===== src/rtl/bit_serial_addsub_pkg.sv =====
// bit_serial_addsub_pkg: shared state encoding and counter sizing for the serial add/subtract unit
package bit_serial_addsub_pkg;
  typedef enum logic [1:0] {
    ST_IDLE  = 2'd0,
    ST_SHIFT = 2'd1,
    ST_DONE  = 2'd2
  } state_t;
  function automatic int cnt_w(input int width);
    return $clog2(width);
  endfunction
endpackage


===== src/rtl/bit_serial_addsub_fa.sv =====
// serial_fa_cell: one-bit full adder with a loadable carry flop
module serial_fa_cell (
  input  logic clk,
  input  logic rst_n,
  input  logic i_a,
  input  logic i_b,
  input  logic i_load,
  input  logic i_load_val,
  input  logic i_en,
  output logic o_s,
  output logic o_c_next,
  output logic o_carry
);
  always_comb begin
    o_s      = i_a ^ i_b ^ o_carry;
    o_c_next = (i_a & i_b) | (i_a & o_carry) | (i_b & o_carry);
  end
  always_ff @(posedge clk or negedge rst_n)
    if (!rst_n) o_carry <= 1'b0;
    else if (i_load) o_carry <= i_load_val;
    else if (i_en) o_carry <= o_c_next;
endmodule


===== src/rtl/bit_serial_addsub.sv =====
// bit_serial_addsub: WIDTH-bit LSB-first serial add/subtract with start/busy/done handshake
module bit_serial_addsub
  import bit_serial_addsub_pkg::*;
#(
  parameter int WIDTH = 8
) (
  input  logic             clk,
  input  logic             reset,
  input  logic             clr,
  input  logic             start,
  input  logic             sub,
  input  logic [WIDTH-1:0] a,
  input  logic [WIDTH-1:0] b,
  output logic             busy,
  output logic             done,
  output logic [WIDTH-1:0] sum,
  output logic             cout,
  output logic             overflow
);
  localparam int CW = cnt_w(WIDTH);
  state_t r_state, w_next;
  logic [WIDTH-1:0] r_sa, r_sb, r_ss;
  logic [CW-1:0] r_cnt;
  logic r_cmsb, w_start, w_shift, w_last, w_s, w_c, w_carry;
  serial_fa_cell u_fa (
    .clk       (clk),
    .rst_n     (reset),
    .i_a       (r_sa[0]),
    .i_b       (r_sb[0]),
    .i_load    (w_start),
    .i_load_val(sub),
    .i_en      (w_shift),
    .o_s       (w_s),
    .o_c_next  (w_c),
    .o_carry   (w_carry)
  );
  always_comb begin
    w_shift = r_state == ST_SHIFT;
    w_start = !clr && start && !w_shift;
    w_last  = w_shift && r_cnt == CW'(WIDTH-1);
    w_next  = clr ? ST_IDLE : w_start ? ST_SHIFT : w_shift ? (w_last ? ST_DONE : ST_SHIFT) : ST_IDLE;
    busy    = w_shift;
    done    = r_state == ST_DONE;
  end
  always_ff @(posedge clk or negedge reset)
    if (!reset) r_state <= ST_IDLE;
    else r_state <= w_next;
  // carry into the MSB is captured one bit early so overflow is ready at the last edge
  always_ff @(posedge clk or negedge reset)
    if (!reset) begin
      r_sa     <= '0;
      r_sb     <= '0;
      r_ss     <= '0;
      r_cnt    <= '0;
      r_cmsb   <= 1'b0;
      sum      <= '0;
      cout     <= 1'b0;
      overflow <= 1'b0;
    end else if (clr) begin
      sum      <= '0;
      cout     <= 1'b0;
      overflow <= 1'b0;
    end else if (w_start) begin
      r_sa  <= a;
      r_sb  <= sub ? ~b : b;
      r_cnt <= '0;
    end else if (w_shift) begin
      r_sa  <= r_sa >> 1;
      r_sb  <= r_sb >> 1;
      r_ss  <= {w_s, r_ss[WIDTH-1:1]};
      r_cnt <= r_cnt + 1'b1;
      if (r_cnt == CW'(WIDTH-2)) r_cmsb <= w_c;
      if (w_last) begin
        sum      <= {w_s, r_ss[WIDTH-1:1]};
        cout     <= w_c;
        overflow <= r_cmsb ^ w_c;
      end
    end
endmodule

===== config.mk =====
export PLATFORM = sky130hd
export DESIGN_NAME = bit_serial_addsub
export DESIGN_NICKNAME = d
export VERILOG_FILES = /design/src/rtl/bit_serial_addsub_pkg.sv /design/src/rtl/bit_serial_addsub_fa.sv /design/src/rtl/bit_serial_addsub.sv
export SDC_FILE = /design/constraint.sdc
export NUM_CORES = 1
export LEC_CHECK = 0
export BUFFER_PORTS_ARGS = -buffer_cell sky130_fd_sc_hd__buf_4
export CORE_MARGIN = 1
export CORE_UTILIZATION = 45
export DETAILED_ROUTE_END_ITERATION = 12
export PLACE_DENSITY = 0.69
export SETUP_SLACK_MARGIN = 0.4
export SYNTH_ARGS = -nofsm -noshare
export SYNTH_HDL_FRONTEND = slang
export SYNTH_HIERARCHICAL = 1
export SYNTH_SLANG_ARGS = --single-unit

===== constraint.sdc =====
create_clock -name clk -period 3.9 [get_ports clk]
set_input_delay 0.585 -clock clk [delete_from_list [all_inputs] [get_ports clk]]
set_output_delay 0.585 -clock clk [all_outputs]
set_load 0.005 [all_outputs]

==> impl_metrics.csv <==
group,metric,value,unit
status,outcome,"finished clean",
sta,setup_viol,0,
pwr,ir_drop,0.2069,mV
clocking,htree_num_levels,2,
setup_path,start_kind,"register",
clocking,clk_pin_slew,0.07,ns
synth,synth_seq_cells,40,
layout,final_common_cell,"dfrtp_1",
routing,routedWlPerCell,14.76,µm
routing,routed_wl,3543,µm
sta,tightest_slew,0.7430,ns
setup_path,worstPathArrival,1.40,ns
global_route,top_usage_layer,"met2",
pwr,powerDensity,451.8,nW/µm²
setup_path,path_cells,"nand2b_4, inv_2, buf_4",
setup_path,criticalPathCategory,"reg -> out",
sta,setup_tns,0,ns
run,cap_violations,0,
placement,gp_congestion,0.6891,
setup_path,worstPathRequired,3.31,ns
layout,layout-drive-gt1-share,32.63,%
synth,synth.area.mux_share,5.229,%
clocking,ctsResizeCount,0,
synth,synth_fa_ha_area_share,3.007,%
routing,drtIter0Drc,111,
clocking,post_cts_buffers,0,
setup_path,max_stage_delay,0.55,ns
die,die_area,4519,µm²
synth,synth_top_area_share,52.29,%
die,ios,33,
placement,dp_hpwl,2464,µm
sta,drv_slew,0,
sta,hold_violations,0,
global_route,track_usage,18.54,%
routing,drc_errors,0,
placement,port_buffers,32,
sta,rsz0062_at_grt,"no",
global_route,gr-usage-met2,32.25,%
synth,ys_warn_count,6,
sta,max_freq,503.2,MHz
global_route,antenna_found_initial,0,
synth,syn_inst,163,
synth,yosysTopAreaCell,"dfrtp_1",
synth,synth_top_cells_by_area,"dfrtp_1, mux2_2, o221a_2",
synth,synthesis.nets,188,
global_route,met1_usage,21.87,%
routing,ant_nets,0,
layout,num_antenna_cells,0,
setup_path,path_buf_inv,2,
clocking,hold_buffers,0,
die,die_h,67.23,µm
setup_path,crit_family,"flip-flops",
sta,clock_skew,0.002486,ns
global_route,grt_pass1_vias,1341,
global_route,grt_pass1_wl,6078,µm
global_route,grtUsageMet3,5.574,%
layout,area_growth,15.82,%
clocking,clock_path_buffers,2,
setup_path,endpoint_kind,"output pin",
synth,postSynthAreaPerCell,11.74,µm²
routing,via_per_inst,5.408,
routing,dr.pass1.iters,4,
layout,fillCellCount,348,
layout,layout_common_cells,"dfrtp_1, buf_4, nand2_1",
clocking,cts_root_buffer,"clkbuf_8",
global_route,grt_max_degree,41,
die,die_w,67.23,µm
clocking,cts_sinks,40,
worst_hold_path,holdCritPathClass,"in -> async",
pwr,power_leakage,0.0009912,µW
sta,min_period,1.987,ns
synth,yosys.area_share.xor_xnor,4.118,%
die,core_area,4029,µm²
synth,netlist_area,1914,µm²
clocking,numCtsBuffers,5,
layout,finalNetCount,214,
sta,fin_crit_sh,50.95,%
synth,synth_compound_area_share,16.21,%
clocking,clk_latency,0.29,ns
synth,synth_top_family_by_area,"compound AO/OA/AOI/OAI gates",
clocking,cts_tree,"done",
setup_path,cp_slowest_cell,"dfrtp_1",
global_route,gr-total-overflow,0,
setup_path,ff2ff_setup_slack,2.06,ns
synth,synth.distinct_cells,36,
pwr,power,1002,µW
die,start_util,47.52,%
synth,synthSimpleGateAreaFrac,13.73,%
sta,relSlewSlack,50.25,%
routing,num_vias,1298,
die,rows,23,
setup_path,worst-path-max-fanout,17,
synth,ys_seq_area_share,52.29,%
==> final cells by class <==
type                    instances  area, µm²  share of cell area, %
well taps                      50      62.56                  2.822
clock inverters                 2      10.01                 0.4515
clock buffers                   6      82.58                  3.725
multi-input cells             107      809.5                  36.51
flip-flops and latches         40       1001                  45.15
repair buffers                 32      240.2                  10.84
inverters                       3      11.26                 0.5079
==> cells by family after synthesis <==
| family | count (synthesis) |
|---|---|
| AO/OA/AOI/OAI | 39 |
| XOR/XNOR | 9 |
| adder cells (fa/ha/maj) | 4 |
| buffers and inverters | 16 |
| flip-flops | 40 |
| multiplexers | 9 |
| AND/OR/NAND/NOR | 46 |
==> flip-flops by register name (all words and copies together), names as in the netlist <==
signal / count
r_state: 2
r_cnt: 3
overflow: 1
r_ss: 7
cout: 1
r_sb: 8
sum: 8
r_cmsb: 1
u_fa/o_carry: 1
r_sa: 8
==> power by group <==
group	total [µW]	internal, µW	switching (µW)	leakage [µW]
clock	278	141	137	0.0000510
sequential	545	490	54.8	0.000507
combinational	179	101	77.5	0.000433
==> worst register-to-register path, cell delays in order, from the launching register on <==
cell and delay (ns):
dfrtp_1 0.57, nor3b_2 0.70, nand3_1 0.17, mux2_2 0.29
==> metal layers <==
metal,share of wire [%],vias to the layer above
met5,0,-
met4,0.93,0
met3,4.0,4
met2,51,26
met1,44,638
li1,-,630
==> cell usage after synthesis (all sizes together) <==
master   count
o221a        7
nor2b        2
nor2         2
nor3b        1
mux2i        1
nand2       20
mux2         8
inv          3
fa           1
buf          9
dfrtp       40
xor2         1
nand2b       2
a22o         3
nor3         1
clkbuf       4
nand3        8
and3b        8
a211oi       1
a31oi        7
xnor2        8
and2         1
o21ai        2
a21o         1
nand3b       1
a21oi       10
ha           3
o2bb2ai      8
==> worst paths after layout <==
kind                                 startpoint                   to  cells past startpoint
setup / recovery           r_state[1]$_DFF_PN0_                 busy                      3
hold / removal                            reset  r_sa[3]$_DFFE_PN0P_                      1
setup reg to reg           r_state[0]$_DFF_PN0_   r_cmsb$_DFFE_PN0P_                      3
hold reg to reg             r_sa[4]$_DFFE_PN0P_  r_sa[4]$_DFFE_PN0P_                      1
max in group asynchronous                 reset  r_sb[7]$_DFFE_PN0P_                      1
min in group clk            r_sa[4]$_DFFE_PN0P_  r_sa[4]$_DFFE_PN0P_                      1
==> metrics by stage <==
step           setup slack, ns  instances  util (%)  hold slack, ns  instance area, µm²
6_report                 1.913        240     55.03          0.2520                2217
5_1_grt                  1.817        240     55.03          0.2860                2217
4_1_cts                  1.901        240     55.03          0.2742                2217
3_5_place_dp             1.861        232     52.73          0.4668                2125
3_3_place_gp             1.921        232     52.73          0.4648                2125
2_1_floorplan            2.466        163         -          0.2894                1914
(Power assumes the default switching activity.)
